### config.mk
export PLATFORM = sky130hd
export DESIGN_NAME = multdiv_unit
export DESIGN_NICKNAME = d
export VERILOG_FILES = /design/src/rtl/multdiv_unit.sv
export SDC_FILE = /design/constraint.sdc
export NUM_CORES = 1
export LEC_CHECK = 0
export BUFFER_PORTS_ARGS = -buffer_cell sky130_fd_sc_hd__buf_2
export CORE_ASPECT_RATIO = 1.75
export CORE_MARGIN = 2
export CORE_UTILIZATION = 55
export DETAILED_ROUTE_END_ITERATION = 10
export GPL_TIMING_DRIVEN = 0
export PLACE_DENSITY = 0.75
export SLEW_MARGIN = 10
export SYNTH_ARGS = -nofsm -noshare
export SYNTH_HDL_FRONTEND = slang
export SYNTH_SLANG_ARGS = --single-unit
### constraint.sdc
create_clock -name clock -period 8.8 [get_ports clock]
set_input_delay 1.32 -clock clock [delete_from_list [all_inputs] [get_ports clock]]
set_output_delay 1.32 -clock clock [all_outputs]
set_load 0.05 [all_outputs]
### src/rtl/multdiv_unit.sv
// multdiv_unit: multi-cycle signed 32-bit multiply/divide execution unit.
// Radix-2 shift-add multiply and restoring divide on operand magnitudes,
// one bit per cycle. The sign is applied and exceptions are detected in
// the DONE cycle. Results are registered on the DONE -> IDLE edge.
// Optional feature macro: MULTDIV_EARLY_OUT_EN. When it is defined, a
// multiply by zero or a divide by zero bypasses iteration (IDLE -> DONE).
module multdiv_unit #(
    parameter int unsigned MUL_EXC_CODE = 4,
    parameter int unsigned DIV_EXC_CODE = 5
) (
    input  logic               clock,
    input  logic               reset,
    input  logic               start_mul,
    input  logic               start_div,
    input  logic signed [31:0] operand_a,
    input  logic signed [31:0] operand_b,
    input  logic [4:0]         dest_reg,
    input  logic               kill,
    output logic               busy,
    output logic               result_ready,
    output logic [31:0]        result,
    output logic [4:0]         result_reg,
    output logic               exception,
    output logic [31:0]        exc_code
);

    typedef enum logic [1:0] {IDLE, MUL, DIV, DONE} state_t;

    localparam logic [4:0] STATUS_REG = 5'd30;

    // Absolute value as an unsigned word. 0x80000000 maps onto itself,
    // which is the correct unsigned magnitude.
    function automatic logic [31:0] magnitude(input logic signed [31:0] v);
        logic [31:0] u;
        u = v;
        return u[31] ? (~u + 32'd1) : u;
    endfunction

    function automatic logic [63:0] cond_neg64(input logic [63:0] v, input logic neg);
        return neg ? (~v + 64'd1) : v;
    endfunction

    function automatic logic [31:0] cond_neg32(input logic [31:0] v, input logic neg);
        return neg ? (~v + 32'd1) : v;
    endfunction

    // The product overflows when the upper word is not the sign extension of the lower word.
    function automatic logic mul_overflow(input logic [63:0] p);
        return p[63:31] != {33{p[31]}};
    endfunction

    // Control state (reset)
    state_t      state_q, state_d;
    logic [4:0]  counter_q, counter_d;
    logic        result_ready_q, result_ready_d;
    logic [31:0] result_q, result_d;
    logic [4:0]  result_reg_q, result_reg_d;
    logic        exception_q, exception_d;
    logic [31:0] exc_code_q, exc_code_d;

    // Datapath state (no reset)
    logic        is_div_q, is_div_d;
    logic        neg_q, neg_d;
    logic [4:0]  dest_q, dest_d;
    logic [31:0] opnd_q, opnd_d;     // multiplicand magnitude, or divisor magnitude
    logic [63:0] acc_q, acc_d;       // {partial product | multiplier} or {remainder | dividend/quotient}

    // One iteration of each algorithm
    logic [32:0] mul_sum;
    logic [63:0] mul_next;
    logic [32:0] div_rem;
    logic        div_ge;
    logic [31:0] div_diff;
    logic [63:0] div_next;

    // Completion values
    logic [63:0] prod_signed;
    logic [31:0] quot_signed;
    logic        fin_exc;
    logic [31:0] fin_res;
    logic [31:0] fin_code;

    assign mul_sum  = {1'b0, acc_q[63:32]} + (acc_q[0] ? {1'b0, opnd_q} : 33'd0);
    assign mul_next = {mul_sum, acc_q[31:1]};

    assign div_rem  = acc_q[63:31];
    assign div_ge   = div_rem >= {1'b0, opnd_q};
    assign div_diff = div_rem[31:0] - opnd_q;
    assign div_next = div_ge ? {div_diff, acc_q[30:0], 1'b1}
                             : {div_rem[31:0], acc_q[30:0], 1'b0};

    assign prod_signed = cond_neg64(acc_q, neg_q);
    assign quot_signed = cond_neg32(acc_q[31:0], neg_q);

    // Sign application and exception detection for the finished operation
    always_comb begin
        fin_exc  = 1'b0;
        fin_res  = 32'd0;
        fin_code = 32'd0;
        if (is_div_q) begin
            if (opnd_q == 32'd0) begin
                fin_exc = 1'b1;
                fin_res = 32'd0;
            end else begin
                // Only 0x80000000 / -1 yields an unsigned quotient of 2^31 with a positive sign.
                fin_exc = !neg_q && acc_q[31];
                fin_res = quot_signed;
            end
            if (fin_exc) fin_code = 32'(DIV_EXC_CODE);
        end else begin
            fin_exc = mul_overflow(prod_signed);
            fin_res = prod_signed[31:0];
            if (fin_exc) fin_code = 32'(MUL_EXC_CODE);
        end
    end

    // Next-state, iteration and writeback logic
    always_comb begin
        state_d        = state_q;
        counter_d      = counter_q;
        result_ready_d = 1'b0;
        result_d       = result_q;
        result_reg_d   = result_reg_q;
        exception_d    = exception_q;
        exc_code_d     = exc_code_q;
        is_div_d       = is_div_q;
        neg_d          = neg_q;
        dest_d         = dest_q;
        opnd_d         = opnd_q;
        acc_d          = acc_q;
        case (state_q)
            IDLE: begin
                if (!kill && (start_mul || start_div)) begin
                    counter_d = 5'd0;
                    dest_d    = dest_reg;
                    neg_d     = operand_a[31] ^ operand_b[31];
                    if (start_mul) begin
                        is_div_d = 1'b0;
                        opnd_d   = magnitude(operand_a);
                        acc_d    = {32'd0, magnitude(operand_b)};
                        state_d  = MUL;
`ifdef MULTDIV_EARLY_OUT_EN
                        if (operand_a == 32'sd0 || operand_b == 32'sd0) begin
                            acc_d   = 64'd0;
                            state_d = DONE;
                        end
`endif
                    end else begin
                        is_div_d = 1'b1;
                        opnd_d   = magnitude(operand_b);
                        acc_d    = {32'd0, magnitude(operand_a)};
                        state_d  = DIV;
`ifdef MULTDIV_EARLY_OUT_EN
                        if (operand_b == 32'sd0) state_d = DONE;
`endif
                    end
                end
            end
            MUL, DIV: begin
                if (kill) begin
                    state_d   = IDLE;
                    counter_d = 5'd0;
                end else begin
                    acc_d     = (state_q == DIV) ? div_next : mul_next;
                    counter_d = counter_q + 5'd1;
                    if (counter_q == 5'd31) state_d = DONE;
                end
            end
            DONE: begin
                state_d = IDLE;
                if (!kill) begin
                    result_ready_d = 1'b1;
                    result_d       = fin_res;
                    result_reg_d   = fin_exc ? STATUS_REG : dest_q;
                    exception_d    = fin_exc;
                    exc_code_d     = fin_code;
                end
            end
            default: state_d = IDLE;
        endcase
    end

    // Control and output registers with asynchronous active-low reset
    always_ff @(posedge clock or negedge reset) begin
        if (!reset) begin
            state_q        <= IDLE;
            counter_q      <= 5'd0;
            result_ready_q <= 1'b0;
            result_q       <= 32'd0;
            result_reg_q   <= 5'd0;
            exception_q    <= 1'b0;
            exc_code_q     <= 32'd0;
        end else begin
            state_q        <= state_d;
            counter_q      <= counter_d;
            result_ready_q <= result_ready_d;
            result_q       <= result_d;
            result_reg_q   <= result_reg_d;
            exception_q    <= exception_d;
            exc_code_q     <= exc_code_d;
        end
    end

    // Operand and accumulator registers; only meaningful while busy
    always_ff @(posedge clock) begin
        is_div_q <= is_div_d;
        neg_q    <= neg_d;
        dest_q   <= dest_d;
        opnd_q   <= opnd_d;
        acc_q    <= acc_d;
    end

    assign busy         = (state_q != IDLE);
    assign result_ready = result_ready_q;
    assign result       = result_q;
    assign result_reg   = result_reg_q;
    assign exception    = exception_q;
    assign exc_code     = exc_code_q;

endmodule

==> results of run 1 <==
## synth_stat cells (all sizes together), types with 20 or more instances
cell,n,area [µm²]
nand2,148,556
nand3,20,100
o31ai,31,233
xnor2,70,613
or4,23,180
inv,65,244
mux2i,82,821
a21o,27,203
buf,48,299
nor3,24,120
clkbuf,62,233
nor4,21,131
dfrtp,47,1180
edfxtp,103,3090
xor2,104,911
ha,73,913
nor2,109,409
o21ai,160,801
o41ai,24,210
nand4,20,125
or3,27,169
a21oi,121,606
## routing by layer
| layer | part of all wire [%] | routed length [µm] | global-route usage (%) |
|---|---|---|---|
| met5 | 0 | 0 | 0 |
| met4 | 9.8 | 4670 | 31.0 |
| met3 | 5.3 | 2530 | 5.25 |
| met2 | 50 | 23900 | 65.0 |
| met1 | 35 | 16800 | 39.8 |
## metrics by stage
stage          utilization, %  worst slack, ns
4_1_cts                  62.7             2.82
5_1_grt                  62.7             2.48
3_5_place_dp             60.3             2.89
3_3_place_gp             60.0             1.22
2_1_floorplan               -             3.34
6_report                 62.7             2.70
## power by group through the flow
| stage | combinational (mW) | clock [mW] | sequential [mW] |
|---|---|---|---|
| after floorplan | 2.64 | 0 | 1.78 |
| after global placement | 3.93 | 0 | 1.69 |
| after detailed placement | 4.03 | 0 | 1.65 |
| after CTS | 4.06 | 0.725 | 1.64 |
| after global routing | 4.47 | 0.751 | 1.68 |
| final | 4.12 | 0.728 | 1.66 |
## kinds of logic after synthesis
| logic type | Yosys count |
|---|---|
| xor gates and xnor gates | 174 |
| and+or+nand+nor | 452 |
| muxes | 85 |
| buffers and inverters | 176 |
| other | 1 |
| DFF | 150 |
| AOI/OAI and AO/OA | 480 |
| adders and majority gates | 75 |
## path summary, 6_finish.rpt
path                                              to  cells past startpoint                start  slack (ns)
hold reg to reg            result_reg[3]$_DFFE_PN0P_                      1  dest_q[3]$_DFFE_PP_        0.46
setup reg to reg           result_reg[4]$_DFFE_PN0P_                     14   acc_q[0]$_DFFE_PP_        2.70
hold / removal             result_reg[3]$_DFFE_PN0P_                      1  dest_q[3]$_DFFE_PP_        0.46
min in group asynchronous  result_reg[1]$_DFFE_PN0P_                      1                reset        1.05
max in group asynchronous      result[1]$_DFFE_PN0P_                      1                reset        7.10
setup / recovery           result_reg[4]$_DFFE_PN0P_                     14   acc_q[0]$_DFFE_PP_        2.70
## area by class of cell
type,count,area [µm²],share of cell area [%]
flip-flops and latches,150,4270,27.9
clock buffers,20,468,3.05
multi-input cells,1296,8670,56.6
repair buffers,119,643,4.20
well taps,312,390,2.55
plain buffers,110,532,3.47
clock inverters,12,108,0.702
inverters,66,248,1.62
==> results.toml, run 1 <==
[critical_path]
slowest_delay_ns = 0.64
worstPathArrival_ns = 6.43
cp-end-kind = "register"
slowest_stage = "buf_1"
crit_chain = "inv_1 -> buf_1 -> ha_1 -> or3b_2 -> or4_1 -> clkbuf_1 -> nor3_1 -> nand3_1 -> mux2_2 -> a22oi_1 -> nand4_1 -> nor4_1 -> a31oi_1 -> o22a_1"
path_class = "register to register"
critPathMaxFanout = 10
start_kind = "register"
critPathTopFamily = "simple AND/OR/NAND/NOR gates"
crit_buf_inv = 3
cp.required_ns = 9.13

[routing]
drc = 0
drt_iter0_markers = 1166
post_drt_wl_per_cell_um = 22.9
first_pass_iters = 5
vias = 13300
routed_wirelength_mm = 47.8
via_per_inst = 6.37
postRouteAntennaNets = 0

[final_layout]
layout_common_cells = "o21ai_0 (157), nand2_1 (148), a21oi_1 (120), buf_2 (117), nor2_1 (108)"
area_growth_pct = 12.8
n_antenna_cell = 0
fin_area_um2 = 15300
mostFrequentLayoutCell = "o21ai_0"
finish.net_count = 1909
layout-drive-gt1-share_pct = 11.4
fillers = 2173
instances_no_fill = 2085
largest_register_ffs = 64

[pwr]
switching_share_pct = 53.0
combPwrFrac_pct = 63.4
ir_drop_v = 0.000510
powerDensity_nw_per_um2 = 425
fin_total_pwr_mw = 6.51
p_leak_nw = 6.43
p_int_mw = 3.06
clock_power_share_pct = 11.2
p_seq_share_pct = 25.4
power.switching_mw = 3.45

[floorplan]
die_y_um = 212
ioPinCount = 146
core_area_um2 = 24400
core.rowCount = 76
start_util_pct = 55.6
die_x_um = 123
die_area_um2 = 26000

[global_routing]
grt_usage_pct = 37.7
grt_max_degree = 48
grt.overflow.total = 0
antenna_found_initial = 0
first_global_vias = 13200
grt_pass1_wl_mm = 73.3

[synth]
synthMuxAreaShare_pct = 6.29
synth_area_um2 = 13600
ys_seq_elements = 150
ys.flop_type = "edfxtp_1"
yosysSeqAreaShare_pct = 31.4
synth_top_family_by_area = "compound AO/OA/AOI/OAI gates"
synth_compound_area_share_pct = 22.0
synth_xor_area_share_pct = 11.2
synth_fa_ha_area_share_pct = 7.02
synthSimpleGateAreaFrac_pct = 16.3
netlist-cell-type-count = 74
async_flop_share_pct = 31.3
yosysWarnings = 0
syn_avg_cell_area_um2 = 8.53
synthCells = 1593
synth-edff-count = 103

[sta]
setup_viol = 0
slew_headroom_pct = 25.3
drv_slew = 0
worstMarginPinSlew_ns = 1.11
timing.final.crit_period_ns = 6.10
max_freq_mhz = 164
hold_slack_ns = 0.465
min_period_over_period_pct = 69.3
hold_viol = 0
rsz0062_at_grt = "no"
clock-skew-final_ns = 0.0137
fin_setup_tns_ns = 0

[clock_network]
clk_path_buf_depth = 2
cts_root_buf = "clkbuf_16"
clkTransAtPathRegs_ns = 0.07
cts_sinks = 150
post_cts_buffers = 0
htree_levels = 4
cts_tree = "yes"
clk_latency_ns = 0.45
cts_resized = 0
cts_made_buffers = 17
holdBufCountCts = 0

[place]
post_dp_cell_area_um2 = 14700
gp_congestion = 1.01
hpwl_mm = 38.5
dp.cells = 2053
numPortBuffers = 115

[run]
drv_cap = 0

[hold_path]
hp-class = "register to register"

[status]
status = "finished clean"
No activity file was read; power rests on OpenSTA's default activity.
==> inputs of run 2 (changes only) <==
--- a/config.mk
+++ b/config.mk
@@ -11,7 +11,7 @@
 export CORE_UTILIZATION = 55
 export DETAILED_ROUTE_END_ITERATION = 10
 export GPL_TIMING_DRIVEN = 0
-export PLACE_DENSITY = 0.75
+export PLACE_DENSITY = 0.78
 export SLEW_MARGIN = 10
 export SYNTH_ARGS = -nofsm -noshare
 export SYNTH_HDL_FRONTEND = slang
==> constraint.sdc (replaced) <==
create_clock -name clock -period 5.37 [get_ports clock]
set_input_delay 0.8055 -clock clock [delete_from_list [all_inputs] [get_ports clock]]
set_output_delay 0.8055 -clock clock [all_outputs]
set_load 0.05 [all_outputs]
==> results.toml, run 2 (same netlist as run 1, synthesis figures left out) <==
[global_routing]
antenna_found_initial = 0
grt.overflow.total = 0
grt_max_degree = 48
first_global_vias = 13400
grt_pass1_wl_mm = 72.8
grt_usage_pct = 37.3

[critical_path]
cp-end-kind = "register"
worstPathArrival_ns = 5.33
critPathMaxFanout = 10
cp.required_ns = 5.56
slowest_delay_ns = 0.59
slowest_stage = "edfxtp_1"
crit_chain = "clkinvlp_4 -> buf_1 -> nor2_1 -> fa_1 -> a211o_1 -> a211oi_1 -> nor2_1 -> a31oi_1 -> o21ai_0 -> a31o_2 -> a31oi_1 -> o21bai_1 -> a2111oi_0 -> nor4_1"
reg2reg_depth = 14
start_kind = "register"
path_class = "register to register"

[status]
status = "finished clean"

[clock_network]
cts_root_buf = "clkbuf_16"
cts_sinks = 150
htree_levels = 4
clk_path_buf_depth = 2
cts_made_buffers = 17
clkTransAtPathRegs_ns = 0.07
clk_latency_ns = 0.46
post_cts_buffers = 0
cts_tree = "yes"

[floorplan]
core.rowCount = 76
die_y_um = 212
die_area_um2 = 26000
die_x_um = 123
core_area_um2 = 24400
ioPinCount = 146
start_util_pct = 55.6

[sta]
max_freq_mhz = 194
setup_ws_ns = 0.226
setup_viol = 0
clock-skew-final_ns = 0.0122
slew_headroom_pct = 31.0
timing.final.crit_period_ns = 5.14
hold_viol = 0
worstMarginPinSlew_ns = 1.04
min_period_over_period_pct = 95.8
drv_slew = 0
rsz0062_at_grt = "no"
hold_slack_ns = 0.466
fin_setup_tns_ns = 0

[final_layout]
mostFrequentLayoutCell = "o21ai_0"
largest_register_ffs = 64
finish.net_count = 1909
utilization_pct = 63.0
layout_common_cells = "o21ai_0 (157), nand2_1 (148), a21oi_1 (120), buf_2 (117), nor2_1 (108)"
layout-drive-gt1-share_pct = 12.0
area_growth_pct = 13.3
n_antenna_cell = 0

[routing]
postRouteAntennaNets = 0
drc = 0
first_pass_iters = 5
vias = 13300
drt_iter0_markers = 1082
post_drt_wl_per_cell_um = 22.9
routed_wirelength_mm = 47.7
via_per_inst = 6.40

[place]
numPortBuffers = 115
place_ws_ns = -0.625
hpwl_mm = 38.0
gp_congestion = 1.07

[hold_path]
hp-class = "register to register"
min_path_cells = 1

[run]
drv_cap = 0

[pwr]
fin_total_pwr_mw = 10.7
ir_drop_v = 0.000812
p_leak_nw = 6.48
powerDensity_nw_per_um2 = 696
-- run 2: changes by cell type in the layout (fill, tap and decap cells not counted), moves of 2 or more --
cell,before,now
nor4_1,21,19
clkbuf_1,63,61
inv_8,1,3
nor3_1,24,22
clkinv_8,1,4
inv_4,0,2
inv_6,6,4
-- run 2: final cells by class --
| cell class | count | area (µm²) |
|---|---|---|
| inverters | 66 | 251 |
| repair buffers | 119 | 643 |
| plain buffers | 110 | 537 |
| clock inverters | 15 | 160 |
| flip-flops and latches | 150 | 4270 |
| well taps | 312 | 390 |
| fillers | 2159 | 9040 |
| clock buffers | 17 | 425 |
| multi-input cells | 1296 | 8720 |
-- run 2: power by group --
group | internal [mW] | switching (mW) | leakage [nW] | total (mW)
Combinational | 2.35 | 4.46 | 4.62 | 6.81
Sequential | 2.02 | 0.682 | 1.57 | 2.70
Clock | 0.620 | 0.587 | 0.290 | 1.21
Total | 4.99 | 5.73 | 6.48 | 10.7
-- run 2: what timing repair did --
| item | CTS | global route |
|---|---|---|
| endpoints found under the setup margin | 6 | 8 |
| hold buffers | 0 | 0 |
| resized for setup | 5 | 9 |
-- run 2: metrics by stage --
step                area, µm²  std cells
detailed placement      14700       2053
global route            15400       2085
floorplan               13700       1622
finish                  15400       2085
CTS                     15400       2085
global placement        14700       2049
-- run 2: worst paths after layout --
path	start	endpoint	slack, ns
max	acc_q[0]$_DFFE_PP_	acc_q[63]$_SDFFCE_PP0P_	0.23
min	dest_q[1]$_DFFE_PP_	result_reg[1]$_DFFE_PN0P_	0.47
max reg2reg	acc_q[0]$_DFFE_PP_	acc_q[63]$_SDFFCE_PP0P_	0.23
min reg2reg	dest_q[1]$_DFFE_PP_	result_reg[1]$_DFFE_PN0P_	0.47
max in group asynchronous	reset	state_q[1]$_DFFE_PN0P_	4.21
min in group asynchronous	reset	result_ready$_DFF_PN0_	0.51
-- run 2: routing by layer --
layer  GRT usage, %  part of all wire (%)
met5              0                     0
met4           35.4                    11
met3           5.71                   5.3
met2           63.2                    49
met1           38.2                    35
-- run 2: worst max-delay path: cells and delay by family (launching register included) --
family,cells,cell delay (ns)
simple gates,3,0.41
flops,1,0.59
buf+inv,2,0.81
fa+ha+maj,1,0.51
compound gates,8,2.54
